## config.mk

```make
export PLATFORM = sky130hd
export DESIGN_NAME = wb_commit_ctrl
export DESIGN_NICKNAME = d
export VERILOG_FILES = /design/src/rtl/wb_commit_ctrl.sv
export SDC_FILE = /design/constraint.sdc
export NUM_CORES = 1
export LEC_CHECK = 0
export CAP_MARGIN = 20
export CORE_MARGIN = 8
export CORE_UTILIZATION = 23
export DETAILED_ROUTE_END_ITERATION = 6
export HOLD_SLACK_MARGIN = 0.02
export PLACE_DENSITY_LB_ADDON = 0.3
export SETUP_SLACK_MARGIN = 0.4
export SLEW_MARGIN = 20
export SYNTH_ARGS = -nofsm -noshare
export SYNTH_HDL_FRONTEND = slang
export SYNTH_SLANG_ARGS = --single-unit
export TNS_END_PERCENT = 10
```

## constraint.sdc

```tcl
create_clock -name clk -period 2.4 [get_ports clk]
set_input_delay 0.36 -clock clk [delete_from_list [all_inputs] [get_ports clk]]
set_output_delay 0.36 -clock clk [all_outputs]
set_load 0.01 [all_outputs]
```

## src/rtl/wb_commit_ctrl.sv

```systemverilog
// Writeback commit controller: registers the memory-stage bundle, commits RF/CSR writes or exception/ERTN,
// and runs a one-cycle flush that redirects fetch. Outputs are combinational on the WB register; flush_req is a state decode.
module wb_commit_ctrl #(
   parameter int PC_W      = 32,
   parameter int CSR_NUM_W = 14,
   parameter int EXC_W     = 6
) (
   input  logic                 clk,
   input  logic                 resetn,
   input  logic                 ms_to_ws_valid,
   output logic                 ws_allowin,
   input  logic [PC_W-1:0]      ms_pc,
   input  logic [EXC_W-1:0]     ms_exc,
   input  logic                 ms_is_ertn,
   input  logic [PC_W-1:0]      ms_vaddr,
   input  logic                 ms_csr_we,
   input  logic [CSR_NUM_W-1:0] ms_csr_num,
   input  logic [31:0]          ms_csr_mask,
   input  logic [31:0]          ms_csr_wdata,
   input  logic                 ms_rf_we,
   input  logic [4:0]           ms_rf_waddr,
   input  logic [31:0]          ms_rf_wdata,
   input  logic                 has_int,
   input  logic [PC_W-1:0]      csr_eentry_pc,
   input  logic [PC_W-1:0]      csr_eertn_pc,
   output logic [EXC_W-1:0]     exc,
   output logic                 ertn_flush,
   output logic [PC_W-1:0]      wb_pc,
   output logic [PC_W-1:0]      wb_fault_vaddr,
   output logic                 csr_we,
   output logic [CSR_NUM_W-1:0] csr_wr_num,
   output logic [31:0]          csr_wr_mask,
   output logic [31:0]          csr_wr_value,
   output logic                 rf_we,
   output logic [4:0]           rf_waddr,
   output logic [31:0]          rf_wdata,
   output logic                 flush_req,
   output logic [PC_W-1:0]      flush_target
);

   localparam int B_INT  = 5;
   localparam int B_ADEF = 4;
   localparam int B_ALE  = 3;
   localparam int B_BRK  = 2;
   localparam int B_INE  = 1;
   localparam int B_SYS  = 0;

   typedef enum logic {S_RUN, S_FLUSH} state_t;

   state_t                 state;
   logic                   ws_valid;
   logic [EXC_W-1:0]       ws_exc;
   logic                   ws_is_ertn;
   logic                   ws_csr_we;
   logic                   ws_rf_we;
   logic [EXC_W-1:0]       exc_sel;
   logic                   commit;
   logic                   ex_commit;

   // The upstream INT flag is meaningless here; has_int from the CSR file decides interrupts.
   logic unused_ms_int;
   assign unused_ms_int = ms_exc[B_INT];

   assign ws_allowin = ~ws_valid | (state == S_RUN);
   assign commit     = ws_valid & (state == S_RUN);

   always_comb begin
      exc_sel = '0;
      if (has_int)             exc_sel[B_INT]  = 1'b1;
      else if (ws_exc[B_ADEF]) exc_sel[B_ADEF] = 1'b1;
      else if (ws_exc[B_INE])  exc_sel[B_INE]  = 1'b1;
      else if (ws_exc[B_SYS])  exc_sel[B_SYS]  = 1'b1;
      else if (ws_exc[B_BRK])  exc_sel[B_BRK]  = 1'b1;
      else if (ws_exc[B_ALE])  exc_sel[B_ALE]  = 1'b1;
   end

   assign exc        = commit ? exc_sel : '0;
   assign ex_commit  = |exc;
   assign ertn_flush = commit & ws_is_ertn & ~ex_commit;
   assign rf_we      = commit & ws_rf_we & ~ex_commit & ~ertn_flush;
   assign csr_we     = commit & ws_csr_we & ~ex_commit;
   assign flush_req  = (state == S_FLUSH);

   always_ff @(posedge clk or negedge resetn) begin
      if (!resetn) begin
         state          <= S_RUN;
         ws_valid       <= 1'b0;
         flush_target   <= '0;
         wb_pc          <= '0;
         ws_exc         <= '0;
         ws_is_ertn     <= 1'b0;
         wb_fault_vaddr <= '0;
         ws_csr_we      <= 1'b0;
         csr_wr_num     <= '0;
         csr_wr_mask    <= '0;
         csr_wr_value   <= '0;
         ws_rf_we       <= 1'b0;
         rf_waddr       <= '0;
         rf_wdata       <= '0;
      end else begin
         case (state)
            S_RUN: begin
               if (ex_commit || ertn_flush) begin
                  // Whatever the memory stage offers now is younger and gets squashed.
                  state        <= S_FLUSH;
                  ws_valid     <= 1'b0;
                  flush_target <= ex_commit ? csr_eentry_pc : csr_eertn_pc;
               end else begin
                  ws_valid <= ws_allowin & ms_to_ws_valid;
                  if (ws_allowin && ms_to_ws_valid) begin
                     wb_pc          <= ms_pc;
                     ws_exc         <= ms_exc;
                     ws_is_ertn     <= ms_is_ertn;
                     wb_fault_vaddr <= ms_vaddr;
                     ws_csr_we      <= ms_csr_we;
                     csr_wr_num     <= ms_csr_num;
                     csr_wr_mask    <= ms_csr_mask;
                     csr_wr_value   <= ms_csr_wdata;
                     ws_rf_we       <= ms_rf_we;
                     rf_waddr       <= ms_rf_waddr;
                     rf_wdata       <= ms_rf_wdata;
                  end
               end
            end
            default: begin
               state    <= S_RUN;
               ws_valid <= 1'b0;
            end
         endcase
      end
   end

endmodule

```

==> key figures, run 1 <==
Detailed routing
  • Antenna Violating Nets Remaining: 0
  • Total wire length: 63.7 mm
  • Routed wire length per instance: 23.7 µm
  • Iter 0 DRT Violations: 1229
  • Via Count: 15000
  • Post-route DRC: 0
  • First-pass DRT Iterations: 5
  • Drt via density: 5.59

Timing
  • Worst rel slew slack: 35.8%
  • Clk_skew: 0.0132 ns
  • Fin crit share: 102%
  • Worst hold slack: 0.324 ns
  • Setup violators final: 2
  • Crit path time final: 2.44 ns
  • Worst setup margin: -0.0376 ns
  • TNS Setup: -0.0512 ns
  • Hold Vio Cnt, Final: 0
  • RSZ-0062 raised after global routing: yes
  • Worst slew pin tran: 0.963 ns
  • Fmax: 410 MHz
  • Final Max Tran Viols: 0

Clock tree
  • Clk buf depth: 3
  • H-tree Lvls: 1
  • CTS root buf: clkbuf_16
  • # clock sinks: 221
  • TritonCTS clock tree: built
  • Clock Latency Late Sink: 0.57 ns
  • CTS Buf Count: 30
  • Clock Pin Slew Worst Setup and Hold Paths: 0.06 ns

Outcome
  • Failing checks: negative setup slack
  • Outcome: finished, violations left

Final layout
  • Synthesis-to-layout area growth: 51.0%
  • Area occupied by registers: 5540 µm²
  • Fill cell count: 5910
  • Area occupied by multi-input gates: 7140 µm²
  • Layout cells sized above 1: 8.42%
  • Post-Layout Cell Count: 2681
  • Nets: 2135

Synthesis
  • XOR/XNOR Fraction of Synth Area: 0%
  • Fraction of the mapped netlist area in compound gates: 21.1%
  • Cell variety after synth: 33
  • Synth Area in Adders: 0%
  • Ys Warns: 0
  • FF+latch count, synth: 221
  • Avg Inst Size Synth: 9.03 µm²
  • Part of the Yosys area used for sequential elements: 40.5%
  • Simple-gate portion of the synthesized area: 30.2%
  • Mapped Cells: 1513
  • Largest family of logic cells by synthesized area: simple AND/OR/NAND/NOR gates
  • Mapped Area: 13700 µm²
  • Synth Net Count: 1769
  • Mux contribution to synthesized area: 0%

Placement
  • Gpl congestion: 0.772
  • Post-DP HPWL: 39.1 mm
  • # port buffers: 476
  • Placed cells: 2607
  • Post-Place Worst Slack: -0.443 ns

Critical path
  • Reg2reg path depth: 5
  • CP max stage cell: or4_4
  • Max FO, Critical Path: 3
  • CP max stage delay: 0.57 ns
  • Crit path DAT: 2.08 ns
  • Worst path required time: 2.04 ns
  • Critical path class: reg -> out
  • CP startpoint kind: flop
  • CP Cell Sequence: or4_4 -> nor2_4 -> and4b_2 -> buf_6
  • CP endpoint kind: output port

Global routing
  • Largest net degree at the start of global routing: 188
  • Total grt overflow: 0
  • Initial antenna violation count: 9
  • Overall routing resource usage: 17.1%
  • First-pass GRT wire length: 94.4 mm
  • Number of global-route vias before repair: 14800

Pwr
  • PwrDens: 1180 nW/µm²
  • Tot Pwr: 0.0244 W
  • Max VDD drop: 0.786 mV
  • Leakage Power: 7.64 nW

Floorplan
  • Die area: 67400 µm²
  • Die H: 260 µm
  • Core ar.: 58900 µm²
  • Initial Utilization: 23.2%
  • Die W: 260 µm
  • Rows: 89
  • Io pins: 478

Hold path
  • Path category of the worst min-delay check: in -> async

Flow run
  • Max-Cap Viols: 0
[power by group]
part	internal (W)	total (W)	switching (W)	leakage, nW
registers	0.00561	0.00717	0.00157	2.63
logic	0.00586	0.0127	0.00688	4.54
clock network	0.00269	0.00449	0.00181	0.471
[cell usage in the layout (no fill, tap or decap), drive strengths merged]
| master | netlist | routed |
|---|---|---|
| o221ai | 32 | 32 |
| nor4 | 1 | 1 |
| o211ai | 213 | 213 |
| a21boi | 1 | 1 |
| nand2 | 34 | 34 |
| and3 | 4 | 4 |
| nor3 | 2 | 2 |
| clkinv | 0 | 5 |
| nand4 | 181 | 181 |
| dlygate4sd3 | 0 | 1 |
| o21ai | 2 | 2 |
| and3b | 1 | 1 |
| buf | 58 | 89 |
| dfrtp | 221 | 221 |
| nor4bb | 181 | 181 |
| and4b | 1 | 1 |
| or3 | 1 | 1 |
| and2 | 2 | 2 |
| clkdlybuf4s15 | 0 | 1 |
| clkinvlp | 0 | 1 |
| or2 | 1 | 1 |
| clkbuf | 166 | 48 |
| nand2b | 2 | 2 |
| a32o | 6 | 6 |
| nor2b | 2 | 2 |
| a21oi | 181 | 181 |
| nor2 | 3 | 3 |
| inv | 32 | 32 |
| nand3 | 182 | 182 |
| nor4b | 1 | 1 |
| bufinv | 0 | 2 |
| diode | 0 | 8 |
| clkdlybuf4s50 | 0 | 460 |
| dlygate4sd2 | 0 | 4 |
| or4 | 1 | 1 |
| nor3b | 1 | 1 |
[logic make-up after synthesis]
kind of cell    Yosys count
simple gates            601
buf+inv                 256
compound gates          435
flops                   221
[flip-flops by register name, summed over array words and instances, names as in the netlist]
register,count
wb_pc,32
ws_valid,1
rf_waddr,5
flush_target,32
flush_req,1
csr_wr_num,14
ws_csr_we,1
rf_wdata,32
ws_exc,5
csr_wr_mask,32
ws_rf_we,1
ws_is_ertn,1
wb_fault_vaddr,32
csr_wr_value,32
[routing by layer]
metal / vias to the layer above / routed length, µm / track usage [%]
met1: 7560 / 26900 / 22.6
met3: 100 / 4400 / 3.83
met4: 2 / 1720 / 5.33
li1: 6767 / - / -
met2: 562 / 30600 / 27.7
met5: - / 9 / 0
[stage by stage]
step	utilization (%)	instance area, µm²
floorplan	-	13700
global placement	32.8	19300
detailed placement	32.8	19300
CTS	34.7	20400
global route	35.0	20600
finish	35.0	20600
[worst max-delay path: cells and delay by family, from the launching register on]
| kind | cells | cell delay [ns] |
|---|---|---|
| DFF | 1 | 0.41 |
| and+or+nand+nor | 3 | 0.99 |
| buffers and inverters | 1 | 0.12 |
[synth_stat cells]
cell / n / area (µm²)
a21boi_1: 1 / 7.51
a21oi_1: 181 / 906
a32o_1: 6 / 60.1
and2_1: 2 / 12.5
and3_1: 4 / 25.0
and3b_1: 1 / 8.76
and4b_1: 1 / 10.0
buf_1: 13 / 48.8
buf_2: 27 / 135
buf_4: 1 / 7.51
buf_6: 17 / 191
clkbuf_1: 166 / 623
dfrtp_1: 221 / 5530
inv_1: 32 / 120
nand2_1: 34 / 128
nand2b_1: 2 / 12.5
nand3_1: 182 / 911
nand4_1: 181 / 1130
nor2_1: 3 / 11.3
nor2b_1: 2 / 12.5
nor3_1: 2 / 10.0
nor3b_1: 1 / 7.51
nor4_1: 1 / 6.26
nor4b_1: 1 / 8.76
nor4bb_1: 181 / 1810
o211ai_1: 211 / 1580
o211ai_2: 2 / 25.0
o21ai_0: 1 / 5.00
o21ai_2: 1 / 8.76
o221ai_1: 32 / 280
or2_2: 1 / 6.26
or3_1: 1 / 6.26
or4_1: 1 / 7.51
[final timing paths]
check / start / end / slack, ns
setup / recovery: ws_exc[4] / rf_we / -0.04
hold reg to reg: wb_pc[8] / wb_pc[8] / 0.52
setup reg to reg: ws_exc[4] / flush_target[16] / 0.35
hold / removal: resetn / csr_wr_num[11] / 0.32
max in group asynchronous: resetn / rf_wdata[8] / 1.32
min in group clk: ms_to_ws_valid / wb_fault_vaddr[27] / 0.36
[layout make-up]
type | count | share of cell area, %
flip-flops and latches | 221 | 26.9
inverters | 32 | 0.582
repair buffers | 558 | 28.5
diodes | 8 | 0.0971
clock buffers | 45 | 4.21
well taps | 773 | 4.69
multi-input cells | 1036 | 34.6
clock inverters | 8 | 0.467
[what timing repair did]
| action | CTS | global route |
|---|---|---|
| endpoints found under the hold margin | 46 | 0 |
| hold buffers | 1 | 0 |
| setup buffers | 2 | 7 |
| setup endpoints to repair | 73 | 218 |
| pin swaps | 6 | 24 |
| cloned | 0 | 3 |
| gates resized for setup | 74 | 7 |
No activity file was read; power rests on OpenSTA's default activity.
==> inputs of run 2 (changes only) <==
--- a/config.mk
+++ b/config.mk
@@ -5,6 +5,7 @@
 export SDC_FILE = /design/constraint.sdc
 export NUM_CORES = 1
 export LEC_CHECK = 0
+export ABC_AREA = 1
 export CAP_MARGIN = 20
 export CORE_MARGIN = 8
 export CORE_UTILIZATION = 23
==> run 2 against run 1 <==
The flow now finishes without violations. Register-to-register slack lost 0.11 ns. Critical path depth grew 4. Critical endpoint unchanged. Routed wire length shrank 37%. Utilization grew 4.1 points. Power shrank 9.9%.
==> key figures, run 2 <==
Outcome
  • Outcome: finished, final reports clean

Detailed routing
  • Routed wire length per instance: 18.5 µm
  • Post-route DRC: 0
  • Antenna Violating Nets Remaining: 0
  • First-pass DRT Iterations: 6
  • Iter 0 DRT Violations: 619
  • Drt via density: 4.58
  • Via Count: 10000
  • Total wire length: 40.4 mm

Timing
  • Hold Vio Cnt, Final: 0
  • Setup violators final: 0
  • Crit path time final: 2.20 ns
  • Worst hold slack: 0.333 ns
  • Final Max Tran Viols: 0
  • Worst rel slew slack: 39.0%
  • Clk_skew: 0.00707 ns
  • Worst setup margin: 0.195 ns
  • RSZ-0062 raised after global routing: yes
  • Worst slew pin tran: 0.915 ns
  • Fin crit share: 91.9%
  • TNS Setup: 0 ns
  • Fmax: 454 MHz

Pwr
  • Clock power frac: 19.3%
  • Power Internal: 0.0135 W
  • PwrDens: 1340 nW/µm²
  • P_sw: 0.00854 W
  • Sw Share: 38.8%
  • Leakage Power: 7.89 nW
  • Combinational group share of total power: 50.8%
  • Max VDD drop: 0.902 mV
  • Reg power frac: 30.0%

Global routing
  • Met3 Use GR: 4.27%
  • Grt met2 use: 26.8%
  • GRT busiest layer: met2
  • Largest net degree at the start of global routing: 146
  • Overall routing resource usage: 15.3%
  • Initial antenna violation count: 4
  • First-pass GRT wire length: 62.0 mm
  • M1 GR Usage: 18.1%
  • Total grt overflow: 0
  • Number of global-route vias before repair: 10400

Final layout
  • Synthesis-to-layout area growth: 67.8%
  • Layout cells sized above 1: 8.64%
  • Fill cell count: 4281
  • Commonest non-fill, non-tap cell in the layout: clkdlybuf4s50_1
  • Final core occ: 39.1%
  • Commonest non-fill, non-tap cells in the layout: clkdlybuf4s50_1, nand2_1, dfrtp_1, nand4_1, nand3_1
  • Nets: 1882

Critical path
  • Critical path class: reg -> out
  • Max FO, Critical Path: 5
  • Crit path DAT: 1.84 ns
  • CP startpoint kind: flop
  • Worst path required time: 2.04 ns
  • CP endpoint kind: output port

Synthesis
  • Post-synth top cells: nand2_1, dfrtp_1, nand4_1
  • FF+latch count, synth: 221
  • Mapped Area: 9800 µm²
  • Mapped Cells: 1159
  • Synth area leaders: dfrtp_1, nand2_1, nand4_1
  • Cell variety after synth: 17
  • Synth Net Count: 1415
  • Synth Flop Type: dfrtp_1
  • Part of the Yosys area used for sequential elements: 56.4%
  • Post-synth EDFFs: 0
  • Avg Inst Size Synth: 8.46 µm²
  • Most frequent cell after synthesis: nand2_1
  • Yosys top cell area share: 56.4%
  • FFs w/ async S/R, synth: 100%
  • Ys Warns: 0
  • Leading area contributor after synthesis: dfrtp_1

Floorplan
  • Io pins: 478
  • Rows: 75
  • Core ar.: 42000 µm²
  • Die area: 49500 µm²
  • Die W: 222 µm
  • Die H: 222 µm
  • Initial Utilization: 23.3%

Flow run
  • Max-Cap Viols: 0

Clock tree
  • CTS root buf: clkbuf_16
  • Clk buf depth: 3
  • Clock Pin Slew Worst Setup and Hold Paths: 0.06 ns
  • # clock sinks: 221
  • TritonCTS clock tree: built
  • CTS Buf Count: 28
  • H-tree Lvls: 1
  • Clock Latency Late Sink: 0.55 ns

Placement
  • Gpl congestion: 0.797
  • Post-DP HPWL: 28.2 mm
  • Post-Place Worst Slack: -0.203 ns
  • # port buffers: 476

Hold path
  • Path category of the worst min-delay check: in -> async
run 2: cell types whose count changed after synthesis, sizes merged, moves of 32 or more:
cell and delta:
nor4bb -181, inv +44, o221ai -32, clkbuf -108, nand2 +419, nand3 -80, o211ai -213, a21oi -181
run 2: layout make-up:
type                       count  area (µm²)  share of cell area (%)
sequential                   221        5530                    33.6
timing repair buffer         537        5430                    33.0
multi-input combinational    762        3600                    21.9
clock buffer                  38         778                    4.73
tap                          539         674                    4.10
inverter                      76         285                    1.73
clock inverter                 9         134                   0.814
antenna                        4        10.0                  0.0609
run 2: cells by family after synthesis:
group	share of synthesized area, %
DFF	56.4
AOI/OAI and AO/OA	0.0510
buffers and inverters	8.07
and+or+nand+nor	35.5
run 2: metrics by stage:
| stage | cell area [µm²] | cells | power, W |
|---|---|---|---|
| final | 16400 | 2186 | 0.0220 |
| after global routing | 16400 | 2185 | 0.0235 |
| after CTS | 16300 | 2175 | 0.0221 |
| after detailed placement | 15300 | 2118 | 0.0176 |
| after global placement | 15300 | 2118 | 0.0175 |
| after floorplan | 9800 | 1159 | 0.0116 |
run 2: power groups by stage:
stage          Combinational (W)  Sequential, W  Clock [W]
5_1_grt                   0.0122        0.00683    0.00451
6_report                  0.0112        0.00660    0.00424
3_5_place_dp              0.0110        0.00663          0
2_1_floorplan            0.00420        0.00737          0
3_3_place_gp              0.0109        0.00655          0
4_1_cts                   0.0111        0.00659    0.00439
run 2: worst paths after layout:
| path | startpoint | endpoint | slack (ns) | depth (start not counted) |
|---|---|---|---|---|
| worst max-delay path | flush_req | rf_we | 0.20 | 8 |
| worst min-delay path | resetn | wb_pc[20] | 0.33 | 2 |
| worst max register to register | ws_exc[0] | csr_wr_value[15] | 0.24 | 14 |
| worst min register to register | csr_wr_value[3] | csr_wr_value[3] | 0.47 | 2 |
| max in group asynchronous | resetn | ws_exc[4] | 1.36 | 3 |
| min in group clk | ms_vaddr[23] | wb_fault_vaddr[23] | 0.37 | 3 |
run 2: timing repair:
item / CTS / global route
hold buffers: 1 / 0
resized for setup: 40 / 28
hold endpoints to repair: 49 / 0
endpoints found under the setup margin: 97 / 231
pin swaps: 7 / 13
cloned: 0 / 1
setup buffers: 9 / 6
run 2: worst max-delay path, cell delays in order, from the launching register on:
cell,delay (ns)
dfrtp_2,0.44
nor2_4,0.21
nand3_2,0.12
nand2_2,0.10
inv_2,0.06
buf_4,0.13
nand3_2,0.06
nor2_1,0.05
buf_2,0.14
run 2: routing by layer:
layer / wire length [µm] / vias up
li1: - / 4767
met1: 16300 / 4862
met2: 20000 / 328
met3: 2910 / 63
met4: 1130 / 0
met5: 0 / -
==> inputs of run 3 (changes only) <==
==> constraint.sdc (replaced) <==
create_clock -name clk -period 2.4 [get_ports clk]
set_input_delay 0.72 -clock clk [delete_from_list [all_inputs] [get_ports clk]]
set_output_delay 0.72 -clock clk [all_outputs]
set_load 0.01 [all_outputs]
==> run 3 against run 2 <==
The run now ends with negative setup slack left. Worst setup slack lost 0.33 ns. Non-clock buffer count is 57 higher. Routed wire length rose by 9.6%. Utilization increased by 4.1 points. Final area increased by 11%. Maximum frequency is 13% lower. Register-to-register slack worse by 0.34 ns. Clock skew increased by 0.014 ns. Cell count up 2.6%. Sequential power is 3% higher. Highest routed layer is now met5.
==> key figures, run 3 (synthesized netlist as in run 2, its figures left out) <==
Outcome
  • Outcome: finished, violations left
  • Failing checks: negative setup slack

Final layout
  • Cell area after layout: 18200 µm²
  • Area occupied by registers: 5530 µm²
  • Nets: 1939
  • Commonest non-fill, non-tap cell in the layout: nand2_1
  • Fill cell count: 4063
  • Area occupied by multi-input gates: 4050 µm²
  • Synthesis-to-layout area growth: 85.5%
  • Commonest non-fill, non-tap cells in the layout: nand2_1, clkdlybuf4s50_1, dfrtp_1, nand4_1, nand2_2
  • Layout cells sized above 1: 22.3%
  • Final core occ: 43.3%

Floorplan
  • Initial Utilization: 23.3%
  • Rows: 75
  • Die W: 222 µm
  • Die H: 222 µm
  • Io pins: 478
  • Die area: 49500 µm²
  • Core ar.: 42000 µm²

Critical path
  • CP endpoint kind: output port
  • Crit path launch: has_int
  • Max FO, Critical Path: 5
  • Worst Path Buf+Inv: 4
  • Worst path required time: 1.68 ns
  • CP max stage cell: clkdlybuf4s15_1
  • CP max stage delay: 0.18 ns
  • Crit path DAT: 1.82 ns
  • CP startpoint kind: input port
  • RR Startpoint: ws_exc[4]
  • Critical path class: in -> out
  • CP Cell Sequence: clkdlybuf4s15_1 -> buf_6 -> inv_12 -> nand2_4 -> nor2_1 -> nand2_2 -> nand2_2 -> nor2_4 -> nand3_4 -> nor2_4 -> buf_6
  • CP top delay family: simple AND/OR/NAND/NOR gates

Detailed routing
  • Iter 0 DRT Violations: 722
  • Antenna Violating Nets Remaining: 0
  • First-pass DRT Iterations: 7
  • Routed wire length per instance: 19.7 µm
  • Via Count: 10500
  • Drt via density: 4.68
  • Post-route DRC: 0
  • Total wire length: 44.3 mm

Timing
  • Worst slew pin tran: 0.757 ns
  • Hold Vio Cnt, Final: 0
  • Worst setup margin: -0.139 ns
  • Setup violators final: 140
  • Worst rel slew slack: 49.5%
  • RSZ-0062 raised after global routing: yes
  • Clk_skew: 0.0207 ns
  • Final Max Tran Viols: 0
  • Crit path time final: 2.54 ns
  • Fin crit share: 106%
  • Fmax: 394 MHz
  • TNS Setup: -4.83 ns

Flow run
  • Max-Cap Viols: 0

Placement
  • DP Area: 15600 µm²
  • Gpl congestion: 0.855
  • # port buffers: 476
  • Post-DP HPWL: 30.1 mm

Pwr
  • Leakage Power: 9.55 nW
  • Combinational group share of total power: 54.2%
  • P_sw: 0.00973 W
  • Tot Pwr: 0.0245 W
  • PwrDens: 1350 nW/µm²
  • Sw Share: 39.8%
  • Clock power frac: 18.0%
  • Max VDD drop: 0.880 mV
  • Reg power frac: 27.8%
  • Power Internal: 0.0147 W

Global routing
  • Total grt overflow: 0
  • Number of global-route vias before repair: 11000
  • Overall routing resource usage: 16.9%
  • First-pass GRT wire length: 67.1 mm
  • Initial antenna violation count: 2
  • Largest net degree at the start of global routing: 137

Clock tree
  • Clk buf depth: 3
  • Clock Latency Late Sink: 0.57 ns
  • Clock Pin Slew Worst Setup and Hold Paths: 0.06 ns
  • Hold-fix buffers, CTS: 0
  • H-tree Lvls: 1
  • CTS Buf Count: 28
  • # clock sinks: 221
  • CTS root buf: clkbuf_16
  • TritonCTS clock tree: built

Hold path
  • Path category of the worst min-delay check: in -> async
## run 3: cell types whose count changed in the layout (fill, tap and decap cells not counted), sizes merged
cell	previous run	this run
clkinv	5	7
dlygate4sd2	2	16
dlymetal6s2s	0	72
diode	4	1
clkdlybuf4s50	466	252
dlygate4sd3	1	0
clkinvlp	1	2
clkdlybuf4s15	1	106
buf	66	129
clkbuf	39	55
inv	76	77
## run 3: timing repair
action | in CTS | in global routing
setup endpoints to repair | 440 | 345
resized for setup | 534 | 140
pin swaps | 114 | 35
gates cloned | 17 | 3
setup buffers | 19 | 8
## run 3: final timing paths
check | endpoint | slack [ns] | cells after the start
setup / recovery | rf_we | -0.14 | 11
hold / removal | csr_wr_value[21] | 0.05 | 1
setup reg to reg | csr_wr_mask[31] | -0.10 | 15
hold reg to reg | csr_wr_value[0] | 0.47 | 2
max in group asynchronous | csr_wr_mask[31] | 1.62 | 2
min in group clk | csr_wr_value[0] | 0.47 | 2
## run 3: per-layer routing
| layer | vias up | part of all wire (%) | global-route usage, % |
|---|---|---|---|
| met5 | - | 0.020 | 0 |
| met4 | 2 | 3.4 | 5.31 |
| met3 | 78 | 8.4 | 5.47 |
| met2 | 409 | 48 | 28.5 |
| met1 | 5081 | 40 | 20.3 |
| li1 | 4916 | - | - |
## run 3: per-stage QoR
stage	hold WS (ns)	worst slack, ns	instances
after floorplan	0.424	0.167	1159
after global placement	0.453	-0.843	2145
after detailed placement	0.457	-0.837	2145
after CTS	0.0206	-0.102	2230
after global routing	0.0429	-0.199	2241
final	0.0502	-0.139	2242
## run 3: power groups by stage
stage	clock, W	sequential (W)	combinational, W
after global placement	0	0.00658	0.0113
final	0.00441	0.00680	0.0133
after floorplan	0	0.00737	0.00428
after detailed placement	0	0.00664	0.0114
after CTS	0.00455	0.00679	0.0131
after global routing	0.00468	0.00704	0.0143
## run 3: final cells by class
class	count	area share (%)
diodes	1	0.0138
clock buffers	36	4.40
clock inverters	13	0.901
inverters	76	1.65
multi-input cells	762	22.2
flip-flops and latches	221	30.4
well taps	539	3.71
repair buffers	594	36.7
